--- src/rtl/alu_mc_pkg.sv ---
// Shared definitions for the multi-cycle ALU.
//   OP_*   : 3-bit operation encodings (000-100 match the single-cycle ALU)
//   FLG_*  : bit positions inside the 8-bit flag vector {S,V,ERR,AC,0,P,Z,C}
//   state_e: control FSM states
package alu_mc_pkg;

   localparam logic [2:0] OP_AND = 3'b000;
   localparam logic [2:0] OP_XOR = 3'b001;
   localparam logic [2:0] OP_ADD = 3'b010;
   localparam logic [2:0] OP_SHR = 3'b011;
   localparam logic [2:0] OP_SHL = 3'b100;
   localparam logic [2:0] OP_MUL = 3'b101;
   localparam logic [2:0] OP_ROR = 3'b110;
   localparam logic [2:0] OP_ILL = 3'b111;

   localparam int unsigned FLG_C   = 0;
   localparam int unsigned FLG_Z   = 1;
   localparam int unsigned FLG_P   = 2;
   localparam int unsigned FLG_AC  = 4;
   localparam int unsigned FLG_ERR = 5;
   localparam int unsigned FLG_V   = 6;
   localparam int unsigned FLG_S   = 7;

   typedef enum logic [1:0] {
      ST_IDLE = 2'd0,
      ST_EXEC = 2'd1,
      ST_DONE = 2'd2
   } state_e;

endpackage

--- src/rtl/alu_mc_addcore.sv ---
// Combinational WIDTH-bit adder with carry-in.
//   a, b : addends
//   cin  : carry-in
//   sum  : WIDTH-bit sum
//   cout : carry out of the MSB
//   aux  : carry out of bit 3 (half-carry)
//   ovf  : two's-complement overflow
module alu_mc_addcore
   import alu_mc_pkg::*;
#(
   parameter int unsigned WIDTH = 8
) (
   input  logic [WIDTH-1:0] a,
   input  logic [WIDTH-1:0] b,
   input  logic             cin,
   output logic [WIDTH-1:0] sum,
   output logic             cout,
   output logic             aux,
   output logic             ovf
);

   logic [WIDTH:0] full;
   logic [4:0]     low;

   always_comb begin
      full = {1'b0, a} + {1'b0, b} + {{WIDTH{1'b0}}, cin};
      low  = {1'b0, a[3:0]} + {1'b0, b[3:0]} + {4'b0000, cin};
      sum  = full[WIDTH-1:0];
      cout = full[WIDTH];
      aux  = low[4];
      // Same-sign operands producing a different-sign result
      ovf  = (a[WIDTH-1] == b[WIDTH-1]) && (sum[WIDTH-1] != a[WIDTH-1]);
   end

endmodule

--- src/rtl/alu_mc.sv ---
// Multi-cycle ALU with valid/ready handshake.
//   clk, rst_n           : clock, async active-low reset
//   in_valid / in_ready  : request handshake (ready only while idle)
//   opsel, a, x          : operation and operands
//   a_inv, x_inv, op_inv : operand / result inversion controls
//   carry_in             : adder carry-in / shift fill bit
//   out_valid / out_ready: result handshake
//   z, z_hi, flags       : result, MUL high half, {S,V,ERR,AC,0,P,Z,C}
module alu_mc
   import alu_mc_pkg::*;
#(
   parameter int unsigned WIDTH = 8
) (
   input  logic             clk,
   input  logic             rst_n,
   input  logic             in_valid,
   output logic             in_ready,
   input  logic [2:0]       opsel,
   input  logic [WIDTH-1:0] a,
   input  logic [WIDTH-1:0] x,
   input  logic             a_inv,
   input  logic             x_inv,
   input  logic             op_inv,
   input  logic             carry_in,
   output logic             out_valid,
   input  logic             out_ready,
   output logic [WIDTH-1:0] z,
   output logic [WIDTH-1:0] z_hi,
   output logic [7:0]       flags
);

   localparam int unsigned SHW = $clog2(WIDTH);
   localparam int unsigned CW  = SHW + 1;

   state_e           state_q;
   logic [CW-1:0]    cnt_q;
   logic [2:0]       op_q;
   logic [WIDTH-1:0] a_q, x_q;
   logic [WIDTH-1:0] hi_q, lo_q;   // MUL {hi,lo} accumulator; lo_q also rotates for ROR
   logic             op_inv_q, cin_q, rc_q;
   logic [WIDTH-1:0] z_q, z_hi_q;
   logic [7:0]       flags_q;
   logic             out_valid_q;

   logic [WIDTH-1:0] a_sel, x_sel;
   logic [WIDTH-1:0] add_a, add_b, add_sum;
   logic             add_cin, add_cout, add_aux, add_ovf;
   logic [WIDTH-1:0] res_z, res_z_hi;
   logic [7:0]       res_flags;
   logic             res_c, res_ac, res_v, res_zero;

   assign a_sel = a_inv ? ~a : a;
   assign x_sel = x_inv ? ~x : x;

   // The adder is shared: MUL partial sums while iterating, otherwise the ADD op.
   always_comb begin
      add_a   = a_q;
      add_b   = x_q;
      add_cin = cin_q;
      if (op_q == OP_MUL) begin
         add_a   = hi_q;
         add_b   = lo_q[0] ? a_q : '0;
         add_cin = 1'b0;
      end
   end

   alu_mc_addcore #(
      .WIDTH(WIDTH)
   ) u_addcore (
      .a    (add_a),
      .b    (add_b),
      .cin  (add_cin),
      .sum  (add_sum),
      .cout (add_cout),
      .aux  (add_aux),
      .ovf  (add_ovf)
   );

   // Final result, valid in the last EXEC cycle (cnt_q == 0)
   always_comb begin
      res_z    = '0;
      res_z_hi = '0;
      res_c    = 1'b0;
      res_ac   = 1'b0;
      res_v    = 1'b0;
      unique case (op_q)
         OP_AND: res_z = (a_q & x_q) ^ {WIDTH{op_inv_q}};
         OP_XOR: res_z = (a_q ^ x_q) ^ {WIDTH{op_inv_q}};
         OP_ADD: begin
            res_z  = add_sum;
            res_c  = add_cout;
            res_ac = add_aux;
            res_v  = add_ovf;
         end
         OP_SHR: begin
            res_z = {cin_q, a_q[WIDTH-1:1]};
            res_c = a_q[0];
         end
         OP_SHL: begin
            res_z = {a_q[WIDTH-2:0], cin_q};
            res_c = a_q[WIDTH-1];
         end
         OP_MUL: begin
            res_z    = lo_q;
            res_z_hi = hi_q;
            res_c    = |hi_q;
         end
         OP_ROR: begin
            res_z = lo_q;
            res_c = rc_q;
         end
         OP_ILL: res_z = '0;
      endcase

      res_zero = (op_q == OP_MUL) ? ({hi_q, lo_q} == '0) : (res_z == '0);

      res_flags = '0;
      if (op_q == OP_ILL) begin
         res_flags[FLG_ERR] = 1'b1;
      end else begin
         res_flags[FLG_S]  = res_z[WIDTH-1];
         res_flags[FLG_V]  = res_v;
         res_flags[FLG_AC] = res_ac;
         res_flags[FLG_P]  = ~^res_z;
         res_flags[FLG_Z]  = res_zero;
         res_flags[FLG_C]  = res_c;
      end
   end

   always_ff @(posedge clk or negedge rst_n) begin
      if (!rst_n) begin
         state_q     <= ST_IDLE;
         cnt_q       <= '0;
         op_q        <= OP_AND;
         a_q         <= '0;
         x_q         <= '0;
         hi_q        <= '0;
         lo_q        <= '0;
         op_inv_q    <= 1'b0;
         cin_q       <= 1'b0;
         rc_q        <= 1'b0;
         z_q         <= '0;
         z_hi_q      <= '0;
         flags_q     <= '0;
         out_valid_q <= 1'b0;
      end else begin
         unique case (state_q)
            ST_IDLE: begin
               if (in_valid) begin
                  a_q      <= a_sel;
                  x_q      <= x_sel;
                  op_q     <= opsel;
                  op_inv_q <= op_inv;
                  cin_q    <= carry_in;
                  rc_q     <= 1'b0;
                  hi_q     <= '0;
                  lo_q     <= (opsel == OP_ROR) ? a_sel : x_sel;
                  // ROR amount comes from raw x, never from the inverted operand
                  if (opsel == OP_MUL)      cnt_q <= CW'(WIDTH);
                  else if (opsel == OP_ROR) cnt_q <= CW'(x[SHW-1:0]);
                  else                      cnt_q <= '0;
                  state_q  <= ST_EXEC;
               end
            end
            ST_EXEC: begin
               if (cnt_q == '0) begin
                  z_q         <= res_z;
                  z_hi_q      <= res_z_hi;
                  flags_q     <= res_flags;
                  out_valid_q <= 1'b1;
                  state_q     <= ST_DONE;
               end else begin
                  cnt_q <= cnt_q - CW'(1);
                  if (op_q == OP_MUL) begin
                     // Add multiplicand if multiplier LSB set, then shift {cout,hi,lo} right
                     hi_q <= {add_cout, add_sum[WIDTH-1:1]};
                     lo_q <= {add_sum[0], lo_q[WIDTH-1:1]};
                  end else if (op_q == OP_ROR) begin
                     lo_q <= {lo_q[0], lo_q[WIDTH-1:1]};
                     rc_q <= lo_q[0];
                  end
               end
            end
            ST_DONE: begin
               if (out_ready) begin
                  out_valid_q <= 1'b0;
                  state_q     <= ST_IDLE;
               end
            end
            default: state_q <= ST_IDLE;
         endcase
      end
   end

   assign in_ready  = (state_q == ST_IDLE);
   assign out_valid = out_valid_q;
   assign z         = z_q;
   assign z_hi      = z_hi_q;
   assign flags     = flags_q;

endmodule

--- config.mk ---
export PLATFORM = sky130hd
export DESIGN_NAME = alu_mc
export DESIGN_NICKNAME = d
export VERILOG_FILES = /design/src/rtl/alu_mc_pkg.sv /design/src/rtl/alu_mc_addcore.sv /design/src/rtl/alu_mc.sv
export SDC_FILE = /design/constraint.sdc
export NUM_CORES = 1
export LEC_CHECK = 0
export ABC_AREA = 1
export BUFFER_PORTS_ARGS = -buffer_cell sky130_fd_sc_hd__buf_2
export CAP_MARGIN = 20
export CORE_MARGIN = 2
export CORE_UTILIZATION = 50
export DETAILED_ROUTE_END_ITERATION = 16
export PLACE_DENSITY = 0.71
export SLEW_MARGIN = 25
export SYNTH_ARGS = -nofsm -noshare
export SYNTH_HDL_FRONTEND = slang
export SYNTH_SLANG_ARGS = --single-unit
--- constraint.sdc ---
create_clock -name clk -period 3.5 [get_ports clk]
set_clock_uncertainty 0.1 [all_clocks]
set_input_delay 0 -clock clk [delete_from_list [all_inputs] [get_ports clk]]
set_output_delay 0 -clock clk [all_outputs]
set_load 0.05 [all_outputs]
==> results.sh <==
export IMPL_synth_ff_type="dfrtp_1"
export IMPL_crit_type="register to register"
export IMPL_place_ws_ps=0.986
export IMPL_syn_instance_count=587
export IMPL_yosys_area_share_simple_pct=25.6
export IMPL_synth_xor_area_share_pct=4.91
export IMPL_slew_headroom_pct=45.4
export IMPL_min_path_type="input pin to register"
export IMPL_path_cells="inv_2, nand3_4, nor2_4, inv_2, o21ai_2, fa_2, inv_2, fa_2, xnor2_2, nand2_1, o21ai_1, a21oi_1, o21ai_1, a31oi_2, ha_1, xnor2_2, xnor2_2, inv_1, nand3_1, nand3_1, nand2_1"
export IMPL_r2r_cells=21
export IMPL_slowest_stage="dfrtp_2"
export IMPL_holdCritStartpoint="x_inv"
export IMPL_gp_congestion=0.959
export IMPL_ios=53
export IMPL_synthDistinctLibCells=45
export IMPL_fin_cells=782
export IMPL_drive_above_1_share_pct=20.9
export IMPL_path_clk_slew_ps=70
export IMPL_wl_um=13100
export IMPL_run_status="complete, no violations"
export IMPL_rsz0062_at_grt="true"
export IMPL_grt_pass1_vias=4200
export IMPL_hold_depth=3
export IMPL_seq_area_frac_synth_pct=38.1
export IMPL_stdcell_area_um2=5460
export IMPL_max_stage_delay_ps=420
export IMPL_die_h_um=98.5
export IMPL_detailedPlacementHpwl_um=9760
export IMPL_cts_inserted_buffers=9
export IMPL_setup_viol=0
export IMPL_tritoncts="built"
export IMPL_grt_pass1_wl_um=21500
export IMPL_synth_seq_cells=68
export IMPL_htree_levels=3
export IMPL_synth_compound_area_share_pct=16.5
export IMPL_maxCapViolations=0
export IMPL_worst_pin_slew_ps=818
export IMPL_grt_max_degree=45
export IMPL_setup_slack_ps=118
export IMPL_min_period_over_period_pct=96.6
export IMPL_fp_dieW_um=98.5
export IMPL_antenna_found_initial=0
export IMPL_period_needed_ps=3380
export IMPL_async_flop_share_pct=100
export IMPL_synth_mux_area_fraction_pct=0
export IMPL_cp_required_ps=3690
export IMPL_ff2ff_setup_slack_ps=120
export IMPL_fp_row_count=34
export IMPL_detail_route_vias_per_cell=5.41
export IMPL_cts_sinks=68
export IMPL_synthTopCellsByArea="dfrtp_1, nand2_1, ha_1, o21ai_0, inv_1"
export IMPL_r2r_end="flags[2]"
export IMPL_cp_start_kind="register"
export IMPL_crit_path_end_kind="register"
export IMPL_synthTopCellsByCount="nand2_1, dfrtp_1, inv_1"
export IMPL_drc=0
export IMPL_clk_latency_ps=360
export IMPL_synth_largest_area_cell="dfrtp_1"
export IMPL_hold_slack_ps=49.8
export IMPL_synth_adder_area_share_pct=6.51
export IMPL_start_util_pct=51.4
export IMPL_avgSynthCellArea_um2=7.60
export IMPL_cp_arrival_ps=3580
export IMPL_hold_violations=0
export IMPL_synth_top_family_by_area="simple AND/OR/NAND/NOR gates"
export IMPL_netlist_area_leader_share_pct=38.1
export IMPL_placed_area_um2=4850
export IMPL_cp_max_fo=6
export IMPL_vias=4227
export IMPL_ant_nets=0
export IMPL_netlist_area_um2=4460
export IMPL_synth_edf_count=0
export IMPL_initialDrtViolationCount=179
export IMPL_timing_rr_start="op_q[1]"
export IMPL_dr_pass1_iters=5
export IMPL_yosys_warnings=0
export IMPL_core_area_um2=8680
export IMPL_final_nets=718
export IMPL_synth_most_common_cell="nand2_1"
export IMPL_clockBufferDepth=2
export IMPL_synth_fp_nets=636
export IMPL_portBuffers=51
export IMPL_holdPathEnd="x_q[2]"
export IMPL_root_buffer="clkbuf_8"
export IMPL_placedCellCount=736
export IMPL_diodes=0
export IMPL_grt_usage_pct=28.3
export IMPL_clock_fmax_ghz=0.296
export IMPL_grt_overflow=0
export IMPL_dieArea_um2=9700
export IMPL_slew_viol_final=0
export IMPL_wl_per_cell_um=16.8
export IMPL_areaGrowthSynthToFinish_pct=22.3
layer usage:
metal | track usage (%) | part of all wire (%) | vias up
li1 | - | - | 2094
met1 | 36.9 | 44 | 1986
met2 | 48.1 | 49 | 125
met3 | 4.96 | 4.2 | 22
met4 | 8.85 | 2.1 | 0
met5 | 0 | 0 | -
logic make-up after synthesis:
family,count (synthesis)
AO/OA/AOI/OAI,130
buffers and inverters,90
XOR/XNOR,25
flip-flops,68
other,1
AND/OR/NAND/NOR,251
adder cells (fa/ha/maj),22
stage by stage:
stage	util (%)	setup TNS [ps]
after floorplan	-	0
after global placement	55.9	0
after detailed placement	55.9	0
after CTS	61.6	0
after global routing	62.9	-61.5
final	62.9	0
flip-flops by register name (all words and copies together) (netlist names):
| register | flops |
|---|---|
| cin_q | 1 |
| out_valid | 1 |
| a_q | 8 |
| op_inv_q | 1 |
| flags | 7 |
| rc_q | 1 |
| hi_q | 8 |
| z | 8 |
| z_hi | 8 |
| x_q | 8 |
| op_q | 3 |
| cnt_q | 4 |
| lo_q | 8 |
| state_q | 2 |
repair_timing:
item	4_1_cts	5_1_grt
setup buffers	0	5
resized for setup	1	21
hold buffers	24	0
pin swaps	0	14
endpoints found under the setup margin	1	1
hold endpoints to repair	60	0
cells in the final DEF (no fill, tap or decap), types with 3 or more instances in the layout:
| master | instances |
|---|---|
| bufinv_16 | 3 |
| o21ai_2 | 3 |
| inv_2 | 13 |
| nor2_2 | 5 |
| inv_1 | 51 |
| nand2_1 | 142 |
| buf_2 | 51 |
| dlygate4sd3_1 | 24 |
| xnor2_2 | 3 |
| xnor2_1 | 13 |
| a21oi_1 | 30 |
| nor2_4 | 3 |
| buf_4 | 18 |
| o22ai_1 | 10 |
| nand2_2 | 7 |
| a31oi_1 | 6 |
| xor2_1 | 9 |
| ha_1 | 20 |
| clkbuf_8 | 11 |
| o21ai_1 | 19 |
| nor2_1 | 36 |
| nand3_2 | 4 |
| o21bai_1 | 7 |
| nand3_1 | 39 |
| dfrtp_1 | 67 |
| o21ai_0 | 45 |
worst max-delay path, delay by kind of cell (launching register included):
| kind | cells | cell delay [ps] |
|---|---|---|
| AOI/OAI and AO/OA | 5 | 590 |
| and+or+nand+nor | 6 | 550 |
| xor gates and xnor gates | 3 | 510 |
| buffers and inverters | 4 | 240 |
| adders and majority gates | 3 | 910 |
| DFF | 1 | 420 |
area by class of cell:
class	count	area (um2)
Multi-Input combinational cell	429	2460
Inverter	66	248
Sequential cell	68	1700
Fill cell	805	3220
Clock buffer	12	155
Tap cell	108	135
Clock inverter	4	95.1
Timing Repair Buffer	95	658
worst max path at each step:
stage / from / to / slack [ps] / cells past startpoint
3_3_place_gp: op_q[1] / flags[2] / 150 / 21
6_report: op_q[1] / flags[2] / 120 / 21
3_5_place_dp: op_q[1] / flags[2] / 1 / 21
4_1_cts: op_q[1] / flags[2] / 20 / 21
2_1_floorplan: op_q[1] / flags[2] / 7 / 22
5_1_grt: op_q[1] / flags[2] / -60 / 21
Power is not shown: default switching activity piles up to over one toggle a cycle in this logic, so the estimate is an artifact.
